## src/rtl/srl_rule_updater.sv

```systemverilog
`default_nettype none
// ============================================================================
// Module      : srl_rule_updater
// Description : Rule update engine for an SRL-based TCAM. It walks every SRL
//               address and shifts one ternary match bit per key segment into
//               the selected rule column. While idle, it drives the lookup key
//               onto the shared SRL address bus.
// Revision    : 1.0 - initial release
// ============================================================================
module srl_rule_updater #(
    parameter int SEG_W    = 5,
    parameter int NUM_SEG  = 4,
    parameter int NUM_RULE = 8,
    parameter int RID_W    = 3
) (
    input  logic                     wclk,
    input  logic                     rst,
    input  logic                     s_valid,
    output logic                     s_ready,
    input  logic [SEG_W*NUM_SEG-1:0] s_key,
    input  logic [SEG_W*NUM_SEG-1:0] s_mask,
    input  logic [RID_W-1:0]         s_rule_id,
    input  logic                     s_op,
    input  logic [SEG_W*NUM_SEG-1:0] lookup_key,
    output logic [SEG_W*NUM_SEG-1:0] srl_addr,
    output logic [NUM_SEG-1:0]       srl_d,
    output logic [NUM_RULE-1:0]      srl_ce,
    output logic                     busy,
    output logic                     done,
    output logic                     err
);

    localparam int               c_KW      = SEG_W * NUM_SEG;
    localparam logic [SEG_W-1:0] c_CNT_MAX = '1;

    typedef enum logic [1:0] {
        S_IDLE  = 2'd0,
        S_SHIFT = 2'd1,
        S_DONE  = 2'd2
    } state_t;

    state_t              r_state;
    state_t              w_state_nxt;
    logic [SEG_W-1:0]    r_cnt;
    logic [SEG_W-1:0]    w_cnt_nxt;
    logic [SEG_W-1:0]    w_cnt_dec;
    logic [c_KW-1:0]     r_key;
    logic [c_KW-1:0]     r_mask;
    logic [RID_W-1:0]    r_rid;
    logic                r_op;
    logic                w_accept;
    logic                w_oor;
    logic [NUM_SEG-1:0]  w_d_nxt;
    logic [NUM_RULE-1:0] w_ce_nxt;
    logic                w_done_nxt;
    logic                w_err_nxt;

    // Segment i matches address a when every unmasked bit of a equals the key.
    function automatic logic [NUM_SEG-1:0] f_match(
        input logic [SEG_W-1:0] cnt,
        input logic [c_KW-1:0]  key,
        input logic [c_KW-1:0]  mask,
        input logic             op
    );
        logic [NUM_SEG-1:0] res;
        res = '0;
        for (int i = 0; i < NUM_SEG; i++) begin
            res[i] = ~op & (((cnt ^ key[i*SEG_W +: SEG_W]) & ~mask[i*SEG_W +: SEG_W]) == '0);
        end
        return res;
    endfunction

    // Out-of-range ids decode to no column at all.
    function automatic logic [NUM_RULE-1:0] f_onehot(input logic [RID_W-1:0] rid);
        logic [NUM_RULE-1:0] res;
        res = '0;
        for (int i = 0; i < NUM_RULE; i++) begin
            if (int'(rid) == i) begin
                res[i] = 1'b1;
            end
        end
        return res;
    endfunction

    assign s_ready   = (r_state == S_IDLE) & ~rst;
    assign busy      = (r_state != S_IDLE);
    assign srl_addr  = (r_state == S_IDLE) ? lookup_key : {NUM_SEG{r_cnt}};
    assign w_accept  = s_valid & s_ready;
    assign w_cnt_dec = r_cnt - SEG_W'(1);
    assign w_oor     = (int'(r_rid) >= NUM_RULE);

    always_comb begin
        w_state_nxt = r_state;
        w_cnt_nxt   = r_cnt;
        w_d_nxt     = '0;
        w_ce_nxt    = '0;
        w_done_nxt  = 1'b0;
        w_err_nxt   = 1'b0;
        case (r_state)
            S_IDLE: begin
                if (w_accept) begin
                    w_state_nxt = S_SHIFT;
                    w_cnt_nxt   = c_CNT_MAX;
                    w_d_nxt     = f_match(c_CNT_MAX, s_key, s_mask, s_op);
                    w_ce_nxt    = f_onehot(s_rule_id);
                end
            end
            S_SHIFT: begin
                if (r_cnt == '0) begin
                    w_state_nxt = S_DONE;
                    w_done_nxt  = 1'b1;
                    w_err_nxt   = w_oor;
                end else begin
                    // d/ce are registered alongside the address they belong to
                    w_cnt_nxt = w_cnt_dec;
                    w_d_nxt   = f_match(w_cnt_dec, r_key, r_mask, r_op);
                    w_ce_nxt  = f_onehot(r_rid);
                end
            end
            S_DONE: begin
                w_state_nxt = S_IDLE;
            end
            default: begin
                w_state_nxt = S_IDLE;
            end
        endcase
    end

    always_ff @(posedge wclk) begin
        if (rst) begin
            r_state <= S_IDLE;
            r_cnt   <= '0;
            srl_d   <= '0;
            srl_ce  <= '0;
            done    <= 1'b0;
            err     <= 1'b0;
        end else begin
            r_state <= w_state_nxt;
            r_cnt   <= w_cnt_nxt;
            srl_d   <= w_d_nxt;
            srl_ce  <= w_ce_nxt;
            done    <= w_done_nxt;
            err     <= w_err_nxt;
        end
    end

    always_ff @(posedge wclk) begin
        if (rst) begin
            r_key  <= '0;
            r_mask <= '0;
            r_rid  <= '0;
            r_op   <= 1'b0;
        end else if (w_accept) begin
            r_key  <= s_key;
            r_mask <= s_mask;
            r_rid  <= s_rule_id;
            r_op   <= s_op;
        end
    end

endmodule
`default_nettype wire

```

## config.mk

```make
export PLATFORM = sky130hd
export DESIGN_NAME = srl_rule_updater
export DESIGN_NICKNAME = d
export VERILOG_FILES = /design/src/rtl/srl_rule_updater.sv
export SDC_FILE = /design/constraint.sdc
export NUM_CORES = 1
export LEC_CHECK = 0
export ABC_CLOCK_PERIOD_IN_PS = 2700
export BUFFER_PORTS_ARGS = -buffer_cell sky130_fd_sc_hd__buf_2
export CORE_MARGIN = 2
export CORE_UTILIZATION = 51
export CTS_CLUSTER_SIZE = 12
export DETAILED_ROUTE_END_ITERATION = 10
export MAX_ROUTING_LAYER = met4
export PLACE_DENSITY = 0.76
export RECOVER_POWER = 50
export SLEW_MARGIN = 25
export SYNTH_ARGS = -nofsm -noshare
export SYNTH_HDL_FRONTEND = slang
export SYNTH_SLANG_ARGS = --single-unit
export TNS_END_PERCENT = 5
```

## constraint.sdc

```tcl
create_clock -name wclk -period 2.7 [get_ports wclk]
set_input_delay 0.135 -clock wclk [delete_from_list [all_inputs] [get_ports wclk]]
set_output_delay 0.135 -clock wclk [all_outputs]
set_load 0.02 [all_outputs]
```

======== Word level (Yosys, flattened, before mapping) ========
Cells that the tools add are included.
cells by class
  add/sub/neg operators ................... 1
  equality and inequality tests ........... 18
  bitwise operators ....................... 38
  multiplexer cells ....................... 30
  reductions and logical operators ........ 17
operator list
  cell                 count
  $not 5->5            12
  $logic_not 5->1      9
  $and 5x5->5          8
  $eq 3x3->1 const B   8
  $mux 20              1
  $xor 5x5->5          4
  $mux 1               17
  $mux 8               2
  $pmux 8 s2           1
  $eq 3x2->1 const B   4
  $and 1x1->1          10
  $mux 5               2
  $pmux 5 s2           1
  $mux 4               2
  $pmux 4 s2           1
  $eq 3x1->1 const B   2
  $logic_not 3->1      2
  $ne 2x2->1 const B   3
  $sub 5x1->5 const B  1
  $mux 2               2
  $not 1->1            4
  $pmux 2 s2           1
  $reduce_bool 2->1    2
  $reduce_and 3->1     1
  other kinds (4)      4
storage, ports and cells
  input port bits ......................... 67
  output and inout port bits .............. 36
  logic and storage cells ................. 113
  flip-flop bits (word level) ............. 64

======== Depth between registers and ports, before layout ========
Gate-level depths: netlist of run 1.
  depth after elaboration ................. 7
  gate-level depth with buffers ........... 8
  mapped depth without buffers ............ 6

======== Least setup slack after synthesis of run 1 ========
OpenSTA, ideal clock, no wires.
  path kind ............................... register to register
  start ................................... register r_cnt[0]
  end ..................................... register srl_d[0]
  setup time .............................. 0.087 ns
  data required time ...................... 2.613 ns
  cell stages (with the launch flop) ...... 8
  path buffers ............................ 1
  period minus slack after synthesis ...... 1.970 ns
  slack ................................... 0.730 ns
  arrival time ............................ 1.883 ns
  cell sequence ........................... dfxtp_1 > clkbuf_1 > inv_1 > ha_1 > nor3b_2 > nor2b_1 > mux2_2 > o31ai_1
between the ends
  word-level cells in the longest chain between the ends .. 7
  elaborated cells between the ends (all ways) .. 8
  those cells by class .................... 1 x add/sub; 2 x mux; 3 x bitwise; 2 x reduce/logical
ends and longest elaborated chain
  element                   line  RTL
  start: declaration        44    logic [SEG_W-1:0] r_cnt;
  start signal: assignment  139   r_cnt <= w_cnt_nxt;
  $sub 5x1->5               89    assign w_cnt_dec = r_cnt - SEG_W'(1);
  $xor 5x5->5               68    res[i] = ~op & (((cnt ^ key[i*SEG_W +: SEG_W]) & ~mask[i*SEG_W +: SEG_W]) == '0);
  $and 5x5->5               68
  $logic_not 5->1           68
  $and 1x1->1               68
  $mux 4 *                  109   if (r_cnt == '0) begin
  $pmux 4 s2 *              99    case (r_state)
  end signal: assignment    140   srl_d <= w_d_nxt;
  end: declaration          26    output logic [NUM_SEG-1:0] srl_d,
Mark *: on every way between the ends. The rest lies on a longest branch, timed or not.
A chain may end at the register's enable or synchronous reset.

======== Final worst setup path of run 1 ========
  start ................................... register r_state[0]
  end ..................................... register srl_ce[7]
between the ends
  word-level cells in the longest chain between the ends .. 5
  elaborated cells between the ends (all ways) .. 6
  those cells by class .................... 1 x eq/ne; 2 x mux; 2 x bitwise; 1 x reduce/logical
ends and longest elaborated chain
  element                   line    RTL
  start: declaration        42      state_t r_state;
  start signal: assignment  138     r_state <= w_state_nxt;
  $logic_not 2->1           85, 99
  $and 1x1->1               85      assign s_ready = (r_state == S_IDLE) & ~rst;
  $and 1x1->1               88      assign w_accept = s_valid & s_ready;
  $mux 8                    101     if (w_accept) begin
  $pmux 8 s2 *              99
  end signal: assignment    141     srl_ce <= w_ce_nxt;
  end: declaration          27      output logic [NUM_RULE-1:0] srl_ce,
Marks and branches as above.

==> qor.csv, run 1 <==
metric,value,unit
Post-CTS Setup Inserts,0,
synth warn,0,
ANT cells,0,
Post-Route Setup TNS,0,ps
largest cells by area after synthesis,"dfxtp_1 41%, nand2b_1 8.5%, o21ai_0 7.0%",
Critical Path Sink Type,register,
Sw Share,0.296,
asr flop ratio synth,0,
antenna violations before repair,0,
total track usage,0.247,
pwr/cell area,639,mW/mm^2
global route overflow,0,
Area Overhead vs Synth,29.2,%
Slew @ Worst Pin,1060,ps
Num CTS Buffers,9,
run status,"complete, no violations",
global-route wire length before repair,12200,um
"Setup violations, final",0,
unrepaired setup endpoints after global routing,false,
worst vdd ir,0.000453,V
row count,28,
Critical Path RT,2970,ps
final hold violation count,0,
Mean Syn Cell Area,8.32,sq um
Final Wtd Congestion,0.819,
Worst Path Arrival,2510,ps
CP Class,register to register,
Main synth FF type,dfxtp_1,
Final Max Slew Viols,0,
NumNets Final,561,
Syn Inst Count,380,
fmax,0.447,GHz
Syn Std Cell Area,0.00316,sq mm
number of flops mapped to enable cells by yosys,0,
Final min period,2240,ps
wire per inst,13.8,um
Die W,82.7,um
maxcap violations,0,
htree depth,3,
Worst-path clk slew,70,ps
clk_lat worst skew,350,ps
Hold EP,r_mask[0]$_SDFFE_PP0P_,
Seq cells post-synth,64,
worst-case clock buffer depth,2,
post-synth top area share,0.405,
worst r2r dst,srl_ce[7]$_SDFF_PP0_,
Initial Util,0.531,
Flop pwr share,0.420,
core area,0.00596,sq mm
most frequent cells in the layout,"87 x buf_2, 64 x dfxtp_1, 50 x nand2_1",
Clk pwr share,0.349,
I/O Buffers,101,
NetSw,0.773,mW
crit path launch type,register,
CTS Root Cell,clkbuf_8,
via count,3067,
die area,0.00684,sq mm
"Seq/Total Area, Yosys",0.405,
CTS tree,done,
Worst R2R Setup Slack,460,ps
Layout fillers,528,
Logic pwr share,0.231,
launch point of the worst reg-to-reg path,r_state[0]$_SDFFE_PP0P_,
Syn Nets,448,
leakage,1.81,nW
fin crit share,0.829,
cells on worst reg2reg path,4,
vias per inst,5.35,
drt drc,0,
post-CTS sizing,0,
Internal,1.84,mW
critical hold path startpoint,s_mask[0],
ANT nets after route,0,
Ports,103,
Netlist cell types,45,
Die H,82.7,um
hold path cells,3,
Detail Placement HPWL,5530,um
post-route total power,2.61,mW
Iter 0 DRT Violations,199,
Clock Skew,5.53,ps
Relative slew margins,0.289,
DR pass1 iterations,4,
"most common cell after layout, fill and taps aside",buf_2,
Hold Path Class,input port to register,
CP Max Fanout,24,
share of layout cells above drive strength 1,0.235,
largest net degree at the start of global routing,51,
number of global-route vias before repair,2764,
clk sinks,64,
# hold bufs at CTS,18,
Post-Route WL,7910,um
leading area contributor after synthesis,dfxtp_1,
[worst max-delay path by stage]
stage                                        from                    to  slack [ps]
after floorplan             r_cnt[0]$_SDFFE_PP0P_   srl_d[0]$_SDFF_PP0_         730
after global placement      r_cnt[0]$_SDFFE_PP0P_   srl_d[0]$_SDFF_PP0_         660
after detailed placement    r_cnt[0]$_SDFFE_PP0P_   srl_d[2]$_SDFF_PP0_         540
after CTS                   r_cnt[0]$_SDFFE_PP0P_   srl_d[3]$_SDFF_PP0_         520
after global routing      r_state[0]$_SDFFE_PP0P_  srl_ce[7]$_SDFF_PP0_         220
final                     r_state[0]$_SDFFE_PP0P_  srl_ce[7]$_SDFF_PP0_         460
[synthesized netlist by cell type, types with 4 or more instances]
master,count
nand2b_1,43
nand2_1,50
nor2b_1,7
o22ai_1,8
clkbuf_1,18
o211ai_1,4
buf_2,4
inv_1,6
nand3_1,4
dfxtp_1,64
xor2_1,12
nor2_1,28
o21ai_0,44
a21o_1,20
nor3_1,6
o22a_1,4
o31ai_1,4
a21oi_1,9
[state kept, by name, summed over array words and instances, names as in the netlist]
signal,count
done,1
r_state,2
r_op,1
srl_d,4
r_key,20
r_cnt,5
srl_ce,8
r_mask,20
r_rid,3
[layout make-up]
cell class / instances / area (sq um) / share of cell area
clock buffers: 10 / 138 / 0.0337
clock inverters: 6 / 82.6 / 0.0202
well taps: 75 / 93.8 / 0.0230
inverters: 6 / 22.5 / 0.00552
repair buffers: 126 / 712 / 0.174
flip-flops and latches: 64 / 1280 / 0.314
multi-input cells: 286 / 1750 / 0.429
[stage by stage]
stage	hold WS [ps]	utilization	worst slack (ps)	std cells	cell area (sq um)
floorplan	244	-	730	380	3160
global placement	346	0.625	660	539	3720
detailed placement	353	0.625	544	539	3720
CTS	0.145	0.692	518	573	4120
global route	11.8	0.686	221	573	4080
finish	6.22	0.686	460	573	4080
[power by group through the flow]
stage | clock network [mW] | registers [mW] | logic, mW
CTS | 0.924 | 1.09 | 0.611
finish | 0.909 | 1.10 | 0.604
global route | 0.961 | 1.10 | 0.671
detailed placement | 0 | 1.11 | 0.587
floorplan | 0 | 1.08 | 0.431
global placement | 0 | 1.11 | 0.574
[metal layers]
layer / routed length (um) / track usage / up-vias
li1: - / - / 1537
met1: 3480 / 0.303 / 1406
met2: 3770 / 0.391 / 105
met3: 503 / 0.0630 / 19
met4: 160 / 0.0984 / 0
met5: 0 / - / -
[cells by family (layout without fill, tap and decap cells)]
family | count (synthesis) | count (layout) | share of synthesized area
compound gates | 102 | 102 | 0.201
xor+xnor | 18 | 18 | 0.0629
other cells | 1 | 1 | 0.00119
flops | 64 | 64 | 0.405
fa+ha+maj | 1 | 1 | 0.00396
simple gates | 159 | 159 | 0.270
buf+inv | 30 | 148 | 0.0384
mux | 5 | 5 | 0.0170
[worst max-delay path, stage by stage (launching register included)]
cell and delay (ps):
dfxtp_1 400, nor4b_2 950, clkbuf_2 500, nand4_1 150
a21oi_1 160
No activity file was read; power rests on OpenSTA's default activity.
==> inputs of run 2 (changes only) <==
Settings changed: ABC_CLOCK_PERIOD_IN_PS 2700 to 2350.
Clock period 2.7 ns to 2.35 ns, I/O delays scaled along.
==> run 2 against run 1 <==
Against the previous run:
- core utilization up 3.9 points
- via count up 4.9%
- non-clock buffer count up 22
==> qor.csv, run 2 (same netlist as run 1, synthesis figures left out) <==
metric,value,unit
die area,0.00684,sq mm
Layout fillers,486,
Iter 0 DRT Violations,172,
Die W,82.7,um
Final Max Slew Viols,0,
placed insts,540,
global route overflow,0,
Post-Route WL,8420,um
Post-CTS Setup Inserts,0,
DR pass1 iterations,5,
final hold violation count,0,
crit path launch type,register,
Worst Path Arrival,2270,ps
Final Wtd Congestion,0.799,
NumNets Final,583,
unrepaired setup endpoints after global routing,false,
via count,3217,
ANT cells,0,
maxcap violations,0,
ANT nets after route,0,
pwr/cell area,708,mW/mm^2
row count,28,
Initial Util,0.531,
Hold Path Class,input port to register,
CP Class,register to register,
CTS Root Cell,clkbuf_8,
Non-Filler Instances,595,
number of global-route vias before repair,2917,
drt drc,0,
Relative slew margins,0.528,
leakage,1.90,nW
CTS tree,done,
Detail Placement HPWL,5460,um
Critical Path RT,2610,ps
clk sinks,64,
run status,"complete, no violations",
"most common cell after layout, fill and taps aside",buf_2,
Layout Utilization,0.725,
Ports,103,
CP Max Fanout,13,
Clock Skew,11.7,ps
biggest regs,"r_key: 20 flops, r_mask: 20 flops, srl_ce: 8 flops",
clk_lat worst skew,340,ps
fin crit share,0.854,
antenna violations before repair,0,
total track usage,0.263,
vias per inst,5.41,
most frequent cells in the layout,"86 x buf_2, 64 x dfxtp_1, 50 x nand2_1",
Final min period,2010,ps
Num CTS Buffers,9,
Slew @ Worst Pin,709,ps
share of layout cells above drive strength 1,0.225,
Die H,82.7,um
fmax,0.498,GHz
htree depth,3,
Post-Route Setup TNS,0,ps
Critical Path Sink Type,register,
wire per inst,14.1,um
worst vdd ir,0.000520,V
worst-case clock buffer depth,2,
"Setup violations, final",0,
Worst-path clk slew,70,ps
core area,0.00596,sq mm
Area Overhead vs Synth,36.5,%
I/O Buffers,101,
largest net degree at the start of global routing,49,
global-route wire length before repair,13200,um
run 2: path summary, 6_finish.rpt:
kind	startpoint	to	slack, ps	cells after the start
hold / removal	s_key[3]	r_key[3]$_SDFFE_PP0P_	30	3
setup reg to reg	r_state[1]$_SDFFE_PP0P_	srl_d[3]$_SDFF_PP0_	340	4
hold reg to reg	r_mask[15]$_SDFFE_PP0P_	r_mask[15]$_SDFFE_PP0P_	480	2
setup / recovery	r_state[1]$_SDFFE_PP0P_	srl_d[3]$_SDFF_PP0_	340	4
run 2: power by group:
group	internal, mW	total, mW	leakage, nW	switching [mW]
Clock	0.625	1.06	0.106	0.436
Combinational	0.355	0.747	1.27	0.392
Sequential	1.17	1.25	0.526	0.0820
Total	2.15	3.06	1.90	0.910
run 2: layer usage:
layer	routed length [um]	up-vias	track usage	part of all wire
met5	0	-	-	0
met4	217	0	0.123	0.026
met3	582	21	0.0370	0.069
met2	4060	149	0.437	0.48
met1	3550	1472	0.314	0.42
li1	-	1575	-	-
run 2: layout make-up:
cell class	instances	area (sq um)	area share
Clock buffer	11	141	0.0328
Clock inverter	5	80.1	0.0186
Inverter	6	22.5	0.00522
Multi-Input combinational cell	286	1760	0.408
Sequential cell	64	1280	0.297
Tap cell	75	93.8	0.0217
Timing Repair Buffer	148	935	0.217
run 2: metrics by stage:
step | hold slack [ps] | total power, mW | setup slack [ps] | instance area [sq um]
after global routing | 45.1 | 3.19 | 140 | 4320
after floorplan | 226 | 1.74 | 380 | 3160
after global placement | 326 | 1.95 | 555 | 3730
after detailed placement | 333 | 1.96 | 468 | 3730
final | 28.6 | 3.06 | 342 | 4320
after CTS | 10.2 | 3.07 | 397 | 4340
run 2: timing repair:
| item | 4_1_cts | 5_1_grt |
|---|---|---|
| gates resized for setup | 0 | 0 |
| endpoints found under the hold margin | 39 | 0 |
| hold buffers | 39 | 0 |
run 2: critical path, stage by stage (launching register included):
cell,delay [ps]
dfxtp_1,370
or2_0,480
nor4b_2,600
o311ai_0,240
o31ai_1,230
==> inputs of run 3 (changes only) <==
Settings changed: CORE_UTILIZATION 51 to 45, PLACE_DENSITY 0.76 to 0.68.
==> run 3 against run 2 <==
Against the previous run:
- final cell count rose by 1.7%
- fmax fell by 0.86%
- register-to-register slack got worse by 20 ps
- hold slack got worse by 17 ps
- critical path type unchanged
- cell area fell by 2.2%
- global-route usage fell by 5.0 points
- sequential power barely moved
- highest routed layer unchanged
- largest power group unchanged
- power fell by 4.8%
- via count fell by 5.7%
==> qor.csv, run 3 (same netlist as run 1, synthesis figures left out) <==
metric,value,unit
launch point of the worst reg-to-reg path,r_cnt[1]$_SDFFE_PP0P_,
antenna violations before repair,0,
DR pass1 iterations,4,
Ports,103,
number of global-route vias before repair,2803,
via count,3035,
Post-Route WL,7860,um
Clk pwr share,0.322,
die area,0.00771,sq mm
worst vdd ir,0.000453,V
vias per inst,5.02,
GRT busiest layer,met2,
Final Max Slew Viols,0,
CP Max Fanout,5,
Flop pwr share,0.428,
placed insts,560,
Initial Util,0.465,
global route overflow,0,
leakage,1.86,nW
largest net degree at the start of global routing,48,
min setup slack post-route,325,ps
Worst Path Arrival,2260,ps
Worst R2R Setup Slack,320,ps
htree depth,3,
fmax,0.494,GHz
Non-Filler Instances,605,
Relative slew margins,0.335,
NumNets Final,572,
share of layout cells above drive strength 1,0.228,
CP Class,register to register,
Num CTS Buffers,9,
Area Overhead vs Synth,33.5,%
Logic pwr share,0.250,
global-route wire length before repair,12400,um
clk sinks,64,
ANT nets after route,0,
Critical Path RT,2580,ps
unrepaired setup endpoints after global routing,false,
Detail Placement HPWL,5440,um
Internal,2.06,mW
fin crit share,0.862,
crit path launch type,register,
Hold Path Class,input port to register,
post-route total power,2.91,mW
grt met1 use,0.255,
Sw Share,0.292,
Critical Path Sink Type,register,
met2 Track Usage GR,0.355,
row count,30,
wire per inst,13.0,um
hold path cells,3,
run status,"complete, no violations",
Iter 0 DRT Violations,112,
family with the most delay on the worst path,simple AND/OR/NAND/NOR gates,
worst r2r dst,srl_d[2]$_SDFF_PP0_,
most frequent cells in the layout,"87 x buf_2, 64 x dfxtp_1, 50 x nand2_1",
I/O Buffers,101,
biggest regs,"r_key: 20 flops, r_mask: 20 flops, srl_ce: 8 flops",
Layout fillers,589,
Final min period,2030,ps
met3 Use GR,0.0330,
maxcap violations,0,
Hold EP,r_key[2]$_SDFFE_PP0P_,
total track usage,0.213,
Place WS,433,ps
"most common cell after layout, fill and taps aside",buf_2,
NetSw,0.850,mW
CTS tree,done,
Clock Skew,5.46,ps
pwr/cell area,689,mW/mm^2
CTS Root Cell,clkbuf_8,
cells along the critical path,inv_1 -> ha_1 -> nor3b_1 -> nor2b_1 -> mux2_2 -> o31ai_1,
# hold bufs at CTS,29,
drt drc,0,
ANT cells,0,
Post-CTS Setup Inserts,0,
Worst-path clk slew,70,ps
critical hold path startpoint,s_key[2],
core area,0.00679,sq mm
Die H,87.8,um
clk_lat worst skew,330,ps
Post-DP Area,0.00376,sq mm
Post-Route Setup TNS,0,ps
Crit path buffers/inverters,1,
final hold violation count,0,
critical path's slowest cell,nor3b_1,
Die W,87.8,um
post-CTS sizing,0,
worst-case clock buffer depth,2,
Final Wtd Congestion,0.806,
Slew @ Worst Pin,995,ps
post-route cell area,0.00422,sq mm
"Setup violations, final",0,
cells on worst reg2reg path,6,
CP peak stage delay,500,ps
==> run 3: cell type report <==
type	count	area, sq um	share of cell area
clock buffers	13	159	0.0377
clock inverters	3	40.0	0.00949
inverters	6	22.5	0.00534
multi-input cells	286	1750	0.415
flip-flops and latches	64	1280	0.304
well taps	96	120	0.0285
repair buffers	137	843	0.200
==> run 3: routing by layer <==
metal	vias to the layer above	wire length, um
met5	-	0
met4	0	131
met2	105	3720
li1	1556	-
met3	11	374
met1	1363	3640
==> run 3: tightest hold or removal path: stages <==
cell     delay (ps)
buf_2            90
nand2_1          40
o21ai_0          70
==> run 3: stage by stage <==
stage / hold WS (ps) / util
4_1_cts: 0.0950 / 0.626
3_5_place_dp: 335 / 0.554
3_3_place_gp: 328 / 0.554
5_1_grt: 27.0 / 0.621
6_report: 11.8 / 0.621
2_1_floorplan: 226 / -
==> run 3: how the worst max path moves through the flow <==
stage	endpoint	cells past startpoint	start
final	srl_d[2]$_SDFF_PP0_	6	r_cnt[1]$_SDFFE_PP0P_
after global routing	r_key[1]$_SDFFE_PP0P_	3	r_state[0]$_SDFFE_PP0P_
after CTS	srl_d[3]$_SDFF_PP0_	6	r_cnt[1]$_SDFFE_PP0P_
after detailed placement	srl_d[3]$_SDFF_PP0_	6	r_cnt[1]$_SDFFE_PP0P_
after global placement	srl_d[3]$_SDFF_PP0_	6	r_cnt[1]$_SDFFE_PP0P_
after floorplan	srl_d[0]$_SDFF_PP0_	7	r_cnt[0]$_SDFFE_PP0P_
==> run 3: power by group through the flow <==
stage | clock, mW | sequential (mW) | combinational, mW
2_1_floorplan | 0 | 1.24 | 0.495
3_3_place_gp | 0 | 1.27 | 0.687
3_5_place_dp | 0 | 1.27 | 0.696
4_1_cts | 0.958 | 1.25 | 0.734
5_1_grt | 0.999 | 1.26 | 0.807
6_report | 0.937 | 1.25 | 0.726
